## src/rtl/sc_digit_serial_adder.sv

```systemverilog
// rtl/sc_digit_serial_adder.sv - digit-serial adder/subtractor, DIGIT bits per cycle, LSB slice first
//
// Ports:
//   clk, rst              rising-edge clock, asynchronous active-high reset
//   in_valid / in_ready   operand handshake (in_ready high only in IDLE)
//   a, b, cin, sub        operands; sub=1 computes a-b and ignores cin
//   out_valid / out_ready result handshake (out_valid high only in DONE)
//   sum, cout, ovf        WIDTH-bit wrapped result, carry out of MSB, signed overflow

module sc_digit_serial_adder #(
    parameter int WIDTH = 16,
    parameter int DIGIT = 4
) (
    input  logic             clk,
    input  logic             rst,
    input  logic             in_valid,
    output logic             in_ready,
    input  logic [WIDTH-1:0] a,
    input  logic [WIDTH-1:0] b,
    input  logic             cin,
    input  logic             sub,
    output logic             out_valid,
    input  logic             out_ready,
    output logic [WIDTH-1:0] sum,
    output logic             cout,
    output logic             ovf
);

    localparam int N  = WIDTH / DIGIT;
    localparam int CW = (N > 1) ? $clog2(N) : 1;

    generate
        if (WIDTH < 1 || DIGIT < 1 || DIGIT > WIDTH || (WIDTH % DIGIT) != 0) begin : g_bad_params
            $error("sc_digit_serial_adder: illegal WIDTH/DIGIT combination");
        end
    endgenerate

    typedef enum logic [1:0] {IDLE, RUN, DONE} state_t;

    state_t           state_q, state_d;
    logic [WIDTH-1:0] a_q, a_d;
    logic [WIDTH-1:0] b_q, b_d;
    logic [WIDTH-1:0] sum_q, sum_d;
    logic [CW-1:0]    cnt_q, cnt_d;
    logic             carry_q, carry_d;
    logic             cout_q, cout_d;
    logic             ovf_q, ovf_d;
    logic             in_ready_q, in_ready_d;
    logic             out_valid_q, out_valid_d;

    // One slice of DIGIT ripple full-adder cells; c[i] is the carry into bit i of the slice.
    logic [DIGIT-1:0] slice_a, slice_b, slice_s;
    logic [DIGIT:0]   c;

    always_comb begin
        slice_a = a_q[cnt_q * DIGIT +: DIGIT];
        slice_b = b_q[cnt_q * DIGIT +: DIGIT];
        slice_s = '0;
        c       = '0;
        c[0]    = carry_q;
        for (int i = 0; i < DIGIT; i++) begin
            slice_s[i] = slice_a[i] ^ slice_b[i] ^ c[i];
            c[i+1]     = (slice_a[i] & slice_b[i]) | (c[i] & (slice_a[i] ^ slice_b[i]));
        end
    end

    always_comb begin
        state_d     = state_q;
        a_d         = a_q;
        b_d         = b_q;
        sum_d       = sum_q;
        cnt_d       = cnt_q;
        carry_d     = carry_q;
        cout_d      = cout_q;
        ovf_d       = ovf_q;
        in_ready_d  = in_ready_q;
        out_valid_d = out_valid_q;
        case (state_q)
            IDLE: begin
                if (in_valid) begin
                    // Subtraction is a + ~b + 1: invert b once here, seed the carry with 1.
                    a_d        = a;
                    b_d        = sub ? ~b : b;
                    carry_d    = sub ? 1'b1 : cin;
                    cnt_d      = '0;
                    state_d    = RUN;
                    in_ready_d = 1'b0;
                end
            end
            RUN: begin
                sum_d[cnt_q * DIGIT +: DIGIT] = slice_s;
                carry_d = c[DIGIT];
                cnt_d   = cnt_q + CW'(1);
                if (cnt_q == CW'(N - 1)) begin
                    // Top bit of the last slice is bit WIDTH-1, so c[DIGIT-1] is the carry into the MSB.
                    cout_d      = c[DIGIT];
                    ovf_d       = c[DIGIT-1] ^ c[DIGIT];
                    state_d     = DONE;
                    out_valid_d = 1'b1;
                end
            end
            DONE: begin
                if (out_ready) begin
                    state_d     = IDLE;
                    out_valid_d = 1'b0;
                    in_ready_d  = 1'b1;
                end
            end
            default: begin
                state_d     = IDLE;
                out_valid_d = 1'b0;
                in_ready_d  = 1'b1;
            end
        endcase
    end

    always_ff @(posedge clk or posedge rst) begin
        if (rst) begin
            state_q     <= IDLE;
            a_q         <= '0;
            b_q         <= '0;
            sum_q       <= '0;
            cnt_q       <= '0;
            carry_q     <= 1'b0;
            cout_q      <= 1'b0;
            ovf_q       <= 1'b0;
            in_ready_q  <= 1'b1;
            out_valid_q <= 1'b0;
        end else begin
            state_q     <= state_d;
            a_q         <= a_d;
            b_q         <= b_d;
            sum_q       <= sum_d;
            cnt_q       <= cnt_d;
            carry_q     <= carry_d;
            cout_q      <= cout_d;
            ovf_q       <= ovf_d;
            in_ready_q  <= in_ready_d;
            out_valid_q <= out_valid_d;
        end
    end

    assign in_ready  = in_ready_q;
    assign out_valid = out_valid_q;
    assign sum       = sum_q;
    assign cout      = cout_q;
    assign ovf       = ovf_q;

endmodule
```

## config.mk

```make
export PLATFORM = sky130hd
export DESIGN_NAME = sc_digit_serial_adder
export DESIGN_NICKNAME = d
export VERILOG_FILES = /design/src/rtl/sc_digit_serial_adder.sv
export SDC_FILE = /design/constraint.sdc
export NUM_CORES = 1
export LEC_CHECK = 0
export BUFFER_PORTS_ARGS = -buffer_cell sky130_fd_sc_hd__buf_2
export CAP_MARGIN = 30
export CELL_PAD_IN_SITES_DETAIL_PLACEMENT = 0
export CELL_PAD_IN_SITES_GLOBAL_PLACEMENT = 1
export CORE_MARGIN = 10
export CORE_UTILIZATION = 30
export CTS_BUF_LIST = sky130_fd_sc_hd__clkbuf_2 sky130_fd_sc_hd__clkbuf_4 sky130_fd_sc_hd__clkbuf_8
export CTS_CLUSTER_SIZE = 14
export DETAILED_ROUTE_END_ITERATION = 8
export HOLD_SLACK_MARGIN = 0.08
export PLACE_DENSITY_LB_ADDON = 0.2
export SLEW_MARGIN = 15
export SYNTH_ARGS = -nofsm -noshare
export SYNTH_HDL_FRONTEND = slang
export SYNTH_SLANG_ARGS = --single-unit
```

## constraint.sdc

```tcl
create_clock -name clk -period 7 [get_ports clk]
set_input_delay 1.4 -clock clk [delete_from_list [all_inputs] [get_ports clk]]
set_output_delay 1.4 -clock clk [all_outputs]
set_load 0.01 [all_outputs]
```

# Word-level counts from Yosys, hierarchy flattened
# Cells that the tools add are included.
totals:
  regBits: 57
  in_bits: 38
  out_inout_bits: 20
classes:
  n_addsub: 2
  n_eq_ne: 6
  shifts: 4
  n_mux: 17
  bitwise: 24
  reduce_logical: 8
op_table:
  columns: ["op", "count"]
  rows:
  - ["$neg 4->34", 1]
  - ["$shift 4x34->16 const A", 1]
  - ["$shiftx 4x34->16", 1]
  - ["$shiftx 16x5->4", 2]
  - ["$bwmux 16", 1]
  - ["$mux 16", 1]
  - ["$not 16->16", 1]
  - ["$reduce_and 3->1", 3]
  - ["$xor 1x1->1", 9]
  - ["$and 1x1->1", 8]
  - ["$mux 2", 4]
  - ["$mux 1", 6]
  - ["$ne 2x2->1 const B", 3]
  - ["$pmux 1 s3", 2]
  - ["$pmux 2 s3", 1]
  - ["$reduce_and 2->1", 3]
  - ["$eq 2x2->1 const B", 2]
  - ["$or 1x1->1", 4]
  - ["$pmux 2 s2", 1]
  - ["$add 2x1->2 const B", 1]
  - ["$eq 2x1->1 const B", 1]
  - ["$logic_not 2->1", 1]
  - ["$not 1->1", 2]
  - ["$pmux 1 s2", 1]
  - ["$reduce_bool 2->1", 1]

# Logic depth before layout (Yosys ltp)
# Gate-level depths: netlist of the first run.
depth:
  word_depth: 11
  depth_mapped: 12
  ltp_nobuf: 11

# Least setup slack after synthesis of the first run
# Ideal clock, no wire load.
synth_timing:
  path_kind: "reg-to-reg"
  startpoint: "reg cnt_q[1]"
  endpoint: "reg sum_q[7] (netlist: sum[7])"
  setup_ns: 0.125
  arrival_time_ns: 2.919
  setup_slack_ns: 3.956
  path_stages_with_launch: 13
  n_path_buf: 1
  period_less_slack_ns: 3.044
  cell_sequence: "dfrtp_1 -> clkbuf_1 -> mux4_2 -> inv_1 -> fa_1 -> inv_1 -> fa_1 -> inv_1 -> fa_1 -> inv_1 -> fa_1 -> and4b_1 -> mux2_2"
synth_via:
  elab_chain_cells: 11
synth_rtl:
  columns: ["item", "line", "rtl"]
  rows:
  - ["from (decl)", "44", "logic [CW-1:0] cnt_q, cnt_d;"]
  - ["from (signal assigned)", "134", "cnt_q <= cnt_d;"]
  - ["$shiftx 16x5->4, on equally long branches", "56, 57", null]
  - ["$xor 1x1->1", "62, 63", null]
  - ["$and 1x1->1", "63", "c[i+1] = (slice_a[i] & slice_b[i]) | (c[i] & (slice_a[i] ^ slice_b[i]));"]
  - ["$or 1x1->1", "63", null]
  - ["$and 1x1->1", "63", null]
  - ["$or 1x1->1", "63", null]
  - ["$and 1x1->1", "63", null]
  - ["$or 1x1->1", "63", null]
  - ["$xor 1x1->1", "62", "slice_s[i] = slice_a[i] ^ slice_b[i] ^ c[i];"]
  - ["$shiftx 4x34->16", "91", "sum_d[cnt_q * DIGIT +: DIGIT] = slice_s;"]
  - ["$bwmux 16 (*)", "91", null]
  - ["to (signal assigned)", "133", "sum_q <= sum_d;"]
  - ["to (decl)", "43", "logic [WIDTH-1:0] sum_q, sum_d;"]
# Mark *: on every way between the ends. The rest lies on a longest branch, timed or not.
# A chain may end at the register's enable or synchronous reset.

# Worst setup path in the final report of the first run
layout_timing:
  startpoint: "reg cnt_q[0]"
  endpoint: "reg sum_q[7] (netlist: sum[7])"
# Same word-level chain as after synthesis.

==> parameters.txt, run 1 <==
Parameter                              Value

Timing
  Pin slew with the least headroom to its limit ... 838.8 ps
  Post-route fraction of the period consumed by the critical path ... 49.55%
  Headroom to the max-slew limit ... 44.02%
  Setup TNS ... 0 ps
  Unrepaired setup endpoints after global routing ... false
  Setup WS post-layout ... 3531 ps
  Final-report setup violation count ... 0
  Count of final max-slew check failures ... 0
  Maximum clock rate ... 288.3 MHz
  Period minus WS final ... 3469 ps
  Setup clock skew after layout ... 6.926 ps
  Hold violation total from the final report ... 0

Finish
  Final-stage net count ... 311
  Register cell area after layout ... 0.001428 mm^2
  Area taken by multi-input logic gates ... 0.001374 mm^2
  Final Cell Area ... 0.003525 mm^2
  Area Growth Syn to Fin ... 20.08%
  Layout filler cell count ... 995
  Share of cells above drive strength 1 ... 51.12%
  Ant. Diodes ... 0

Detailed routing
  Count of unresolved DRC violations after routing ... 0
  Number of DRC markers in iteration 0 ... 45
  Routed length per placed instance ... 16.16 um
  Detailed Route WL ... 6.479 mm
  Antenna viol nets, final ... 0
  Average via count per standard cell ... 4.481
  TritonRoute pass-1 iters ... 4
  Vias after detailed routing ... 1797

Clock network
  Clock insertion delay at the later pin of the skew report ... 330 ps
  Hold buffer count at cts ... 0
  Number of buffers added by the clock tree synthesis step ... 9
  Setup bufs post-CTS ... 0
  CTS sink cnt ... 57
  Number of H-tree levels ... 3
  CTS tree ... yes
  Buffer type at the clock tree root ... clkbuf_8
  Bufs on Longest Clock Path ... 2
  Number of gates given a new drive strength after cts ... 0
  Clock transition at the register clock pins on the worst setup and hold paths after CTS ... 70 ps

Global route
  Vias in the first global route ... 2031
  Pin count of the biggest net entering global routing ... 58
  Antenna violations before repair ... 0
  Wire length of the first global-routing pass ... 10.72 mm
  Busiest layer in global routing ... met2
  Met1 routing resource usage after global routing ... 12.11%
  Met3 usage in global routing ... 3.543%
  Grt total ovfl ... 0
  Met2 track demand over resource ... 14.43%
  GRT Util Overall ... 9.563%

Synth
  Prevailing post-synth register cell ... dfrtp_1
  Count of warnings emitted by yosys ... 0
  Post-synthesis register bit count ... 57
  Register area share after synthesis ... 48.64%
  Cell count after synthesis ... 205
  Post-synthesis average cell area ... 14.32 um^2
  Number of enable-type register cells in the synthesized netlist ... 0
  Async set or reset register ratio after synthesis ... 100.0%
  Library cells used by synthesis ... 33
  Post-synthesis net count ... 253
  Synth Cell Area ... 0.002935 mm^2

Floorplanning
  Std cell rows ... 36
  I/O pin count ... 58
  Die width ... 118.9 um
  Die area ... 0.01414 mm^2
  Initial cell density of the core ... 30.45%
  Overall die height ... 118.9 um
  Area of the core region ... 0.009639 mm^2

Min path
  Endpoint of the worst hold-timing path ... in_ready
  Startpoint of the lowest-slack hold path ... in_ready
  Class of the worst hold path ... reg -> reg
  Hold Path Depth ... 2

Placement
  Sum of net half-perimeters after detailed placement ... 4.753 mm
  Count of buffers inserted at the top-level ports ... 57
  Final weighted congestion of routability-driven global placement ... 0.6684
  Cell area after placement ... 0.003324 mm^2
  Pre-CTS setup slack ... 3515 ps

Setup path
  Reg-to-reg critical path endpoint ... sum[7]
  Required time of the critical path ... 7210 ps
  Kind of end point of the critical path ... flip-flop
  Setup slack of the worst register-to-register path ... 3530 ps
  Worst r2r path cells ... 12
  Arrival @ worst endpoint ... 3680 ps
  R2R Path Start ... cnt_q[0]
  Crit-path max FO ... 24
  Setup crit start ... cnt_q[0]
  Crit Path Category ... reg -> reg
  Startpoint type of the worst setup path ... flip-flop

Power and ir drop
  Power density over the cells ... 505.4 mW/mm^2
  P_leak ... 1.639 nW
  Worst IR drop on VDD ... 0.1364 mV
  Total power ... 1.781 mW

Run status
  Result of the run ... complete, no violations

Run
  Maxcap violations ... 0
## Yosys cell counts (2+ instances only)
library cell	count	area share [%]
dfrtp_1	56	48
mux2_2	48	18
xor2_1	16	4.8
inv_1	13	1.7
mux4_2	8	6.1
nor4bb_1	8	2.7
buf_2	7	1.2
ha_1	6	2.6
nor4b_1	6	1.8
fa_1	4	2.7
and3b_1	3	0.90
buf_6	3	1.2
nand3b_1	3	0.77
and4b_1	2	0.68
mux2_1	2	0.77
o21ai_0	2	0.34
o31ai_1	2	0.51
## kinds of logic after synthesis
logic type	after synthesis	share of synthesized area, %
mux	59	25.66
flops	57	48.64
simple gates	28	8.824
buf+inv	26	4.561
xor+xnor	17	5.072
fa+ha+maj	10	5.286
compound gates	8	1.961
## routing by layer
metal | wire length, um | part of all wire, % | up-vias
met5 | 0 | 0 | -
met4 | 38 | 0.59 | 0
met3 | 287 | 4.4 | 2
met2 | 3087 | 48 | 42
met1 | 3066 | 47 | 906
li1 | - | - | 847
## report_power, final
| group | switching, mW | internal [mW] | total [mW] |
|---|---|---|---|
| Combinational | 0.410 | 0.476 | 0.886 |
| Sequential | 0.109 | 0.479 | 0.588 |
| Clock | 0.131 | 0.177 | 0.307 |
## cell type report
class                           count  area share, %
Inverter                           13          1.384
Multi-Input combinational cell    122          38.98
Tap cell                          133          4.721
Sequential cell                    57          40.50
Clock inverter                      5          1.562
Timing Repair Buffer               60          8.733
Clock buffer                       11          4.118
## cell usage in the layout (no fill, tap or decap), types with 2 or more instances in the layout
cell / synthesis / final
o21ai_0: 2 / 2
mux2_2: 48 / 48
clkbuf_8: 0 / 10
xor2_1: 16 / 16
nand3b_1: 3 / 3
nor4bb_1: 8 / 8
dfrtp_1: 56 / 56
mux2_1: 2 / 2
o31ai_1: 2 / 2
buf_4: 1 / 3
ha_1: 6 / 6
nor4b_1: 6 / 6
inv_1: 13 / 12
and4b_1: 2 / 2
mux4_2: 8 / 8
buf_2: 7 / 57
and3b_1: 3 / 3
clkinvlp_4: 0 / 2
fa_1: 4 / 4
clkinv_2: 0 / 2
## through the flow
step / std cells / hold slack, ps / util (%)
4_1_cts: 401 / 465.7 / 36.57
5_1_grt: 401 / 491.5 / 36.57
3_3_place_gp: 385 / 453.6 / 34.49
6_report: 401 / 462.3 / 36.57
3_5_place_dp: 385 / 454.6 / 34.49
2_1_floorplan: 205 / 452.6 / -
## critical path, cell delays in order (launching register included)
cell and delay (ps):
dfrtp_1 500, buf_4 340, mux4_2 530, inv_1 90, fa_1 160, inv_1 50
fa_1 350, inv_1 70, fa_1 200, inv_1 60, fa_1 490, and4b_1 230
mux2_2 260
## how the worst max path moves through the flow
stage	endpoint	slack (ps)	depth (start not counted)
2_1_floorplan	sum[7]	3960	12
3_3_place_gp	sum[7]	3550	12
3_5_place_dp	sum[7]	3510	12
4_1_cts	sum[15]	3470	12
5_1_grt	sum[7]	3280	12
6_report	sum[7]	3530	12
## sequential cells by signal, summed over array words and instances, names as in the netlist
name       flops
a_q           16
b_q           16
sum           16
cnt_q          2
state_q        2
carry_q        1
cout           1
in_ready       1
out_valid      1
ovf            1
Note: power is estimated with default switching activity, not from simulation.
==> run 2: changes to the inputs <==
clock period = 3.2 ns   (was 7 ns; I/O delays follow)
==> run 2 against run 1 <==
Routed wire length grew 0.62%. Flip-flop and latch count is the same. Combinational power grew 130%. Core utilization grew 0.55 points. Cell area grew 1.5%. Via count grew 2.0%.
==> parameters.txt, run 2 (same netlist as run 1, synthesis figures left out) <==
Parameter                              Value

Placement
  Total instance count after detailed placement ... 389 (+1.0%)
  Sum of net half-perimeters after detailed placement ... 4.884 mm (+2.8%)
  Cell area after placement ... 0.003354 mm^2 (+0.90%)
  Pre-CTS setup slack ... 166.6 ps (-3348 ps)
  Count of buffers inserted at the top-level ports ... 57 (unchanged)
  Final weighted congestion of routability-driven global placement ... 0.6972 (+4.3%)

Finish
  Most common library cell in the layout ignoring fill and taps ... buf_2
  Share of cells above drive strength 1 ... 52.57% (+1.5 points)
  Ant. Diodes ... 0 (unchanged)
  Area Growth Syn to Fin ... 21.87%
  Final-stage net count ... 315 (+1.3%)
  Highest-count cells in the layout ignoring fill and taps ... buf_2 (57), dfrtp_1 (55), mux2_2 (48)
  Final Instance Count excl. Fillers ... 405 (+1.0%)
  Final Cell Area ... 0.003577 mm^2 (+1.5%)

Detailed routing
  TritonRoute pass-1 iters ... 3 (-1)
  Vias after detailed routing ... 1833 (+2.0%)
  Detailed Route WL ... 6.519 mm (+0.62%)
  Routed length per placed instance ... 16.10 um (-0.38%)
  Antenna viol nets, final ... 0 (unchanged)
  Number of DRC markers in iteration 0 ... 63 (+40%)
  Count of unresolved DRC violations after routing ... 0 (unchanged)
  Average via count per standard cell ... 4.526 (+1.0%)

Clock network
  Setup bufs post-CTS ... 0 (unchanged)
  Number of H-tree levels ... 3 (unchanged)
  Buffer type at the clock tree root ... clkbuf_8
  Clock transition at the register clock pins on the worst setup and hold paths after CTS ... 60 ps (about the same)
  CTS tree ... yes
  Clock insertion delay at the later pin of the skew report ... 330 ps (about the same)
  CTS sink cnt ... 57 (unchanged)
  Hold buffer count at cts ... 0 (unchanged)
  Number of buffers added by the clock tree synthesis step ... 9 (unchanged)
  Bufs on Longest Clock Path ... 2 (unchanged)

Floorplanning
  Area of the core region ... 0.009639 mm^2 (unchanged)
  Std cell rows ... 36 (unchanged)
  Die area ... 0.01414 mm^2 (unchanged)
  Overall die height ... 118.9 um (unchanged)
  Initial cell density of the core ... 30.45% (unchanged)
  I/O pin count ... 58 (unchanged)
  Die width ... 118.9 um (unchanged)

Timing
  Unrepaired setup endpoints after global routing ... false
  Maximum clock rate ... 331.2 MHz (+15%)
  Period minus WS final ... 3019 ps (-449.1 ps)
  Final-report setup violation count ... 0 (unchanged)
  Count of final max-slew check failures ... 0 (unchanged)
  Pin slew with the least headroom to its limit ... 732.9 ps (-105.9 ps)
  Headroom to the max-slew limit ... 51.14% (+7.1 points)
  Setup WS post-layout ... 180.6 ps (-3351 ps)
  Post-route worst hold slack ... 463.4 ps (+1.143 ps)
  Post-route fraction of the period consumed by the critical path ... 94.36% (+45 points)
  Setup clock skew after layout ... 6.703 ps (-0.2238 ps)
  Setup TNS ... 0 ps (unchanged)
  Hold violation total from the final report ... 0 (unchanged)

Global route
  Vias in the first global route ... 2090 (+2.9%)
  Wire length of the first global-routing pass ... 11.03 mm (+2.9%)
  Antenna violations before repair ... 0 (unchanged)
  Pin count of the biggest net entering global routing ... 58 (unchanged)
  Grt total ovfl ... 0 (unchanged)
  GRT Util Overall ... 9.772% (+0.21 points)

Power and ir drop
  Power density over the cells ... 1119 mW/mm^2 (+120%)
  Worst IR drop on VDD ... 0.3716 mV (+170%)
  P_leak ... 1.673 nW (+2.1%)

Setup path
  Maximum single-stage delay on the critical path ... 450 ps (-80 ps)
  Startpoint type of the worst setup path ... flip-flop
  Top delay family on crit path ... adder cells
  Kind of end point of the critical path ... flip-flop
  Crit path buf inv count ... 4 (-1)
  Arrival @ worst endpoint ... 3230 ps (-450 ps)
  Crit Path Category ... reg -> reg
  Ordered list of cells on the worst path ... mux4_2 > inv_1 > fa_1 > inv_1 > fa_1 > inv_1 > fa_1 > inv_1 > fa_1 > and4b_1 > mux2_2
  CP max stage cell ... fa_1
  Required time of the critical path ... 3420 ps (-3790 ps)
  Crit-path max FO ... 4 (-83%)
  Setup slack of the worst register-to-register path ... 180 ps (-3350 ps)

Run status
  Result of the run ... complete, no violations

Min path
  Class of the worst hold path ... reg -> reg

Run
  Maxcap violations ... 0 (unchanged)
run 2: changes by cell type in the layout (fill, tap and decap cells not counted), sizes merged:
| cell | change |
|---|---|
| buf | +4 |
| clkbuf | +3 |
| clkinv | -1 |
| clkinvlp | -2 |
run 2: routing by layer:
| layer | wire length (um) | share of wire (%) | up-vias | GRT usage, % |
|---|---|---|---|---|
| met5 | 0 | 0 | - | 0 |
| met4 | 127 | 1.9 | 0 | 4.809 |
| met3 | 373 | 5.7 | 12 | 3.354 |
| met2 | 3025 | 46 | 46 | 15.06 |
| met1 | 2993 | 46 | 917 | 11.97 |
| li1 | - | - | 858 | - |
run 2: final cells by class:
type,count,area (um^2)
Clock inverter,2,35.03
Inverter,13,48.80
Sequential cell,57,1429
Tap cell,133,166.4
Fill cell,982,6062
Multi-Input combinational cell,122,1380
Clock buffer,14,180.2
Timing Repair Buffer,64,337.8
run 2: timing repair:
item,in CTS,in global routing
setup endpoints to repair,0,4
gates resized for setup,0,2
endpoints found under the hold margin,0,0
run 2: worst register-to-register path, cell delays in order, from the launching register on:
cell	delay (ps)
dfrtp_2	440
mux4_2	340
inv_1	50
fa_1	400
inv_1	80
fa_1	150
inv_1	50
fa_1	390
inv_1	90
fa_1	450
and4b_1	220
mux2_2	260
run 2: per-stage QoR:
step | util, % | power [mW]
2_1_floorplan | - | 2.752
3_3_place_gp | 34.80 | 3.321
3_5_place_dp | 34.80 | 3.314
4_1_cts | 37.03 | 4.056
5_1_grt | 37.11 | 4.358
6_report | 37.11 | 4.002
run 2: final timing paths:
check | startpoint | endpoint | cells past startpoint
setup reg to reg | cnt_q[0] | sum[7] | 11
min in group asynchronous | rst | sum[13] | 3
setup / recovery | cnt_q[0] | sum[7] | 11
hold / removal | in_ready | in_ready | 2
hold reg to reg | in_ready | in_ready | 2
max in group asynchronous | rst | cnt_q[0] | 3
run 2: power breakdown:
| group | leakage [nW] | internal [mW] | switching, mW | total (mW) |
|---|---|---|---|---|
| clock | 0.114 | 0.440 | 0.279 | 0.719 |
| combinational | 0.858 | 1.08 | 0.942 | 2.02 |
| sequential | 0.702 | 1.05 | 0.211 | 1.26 |
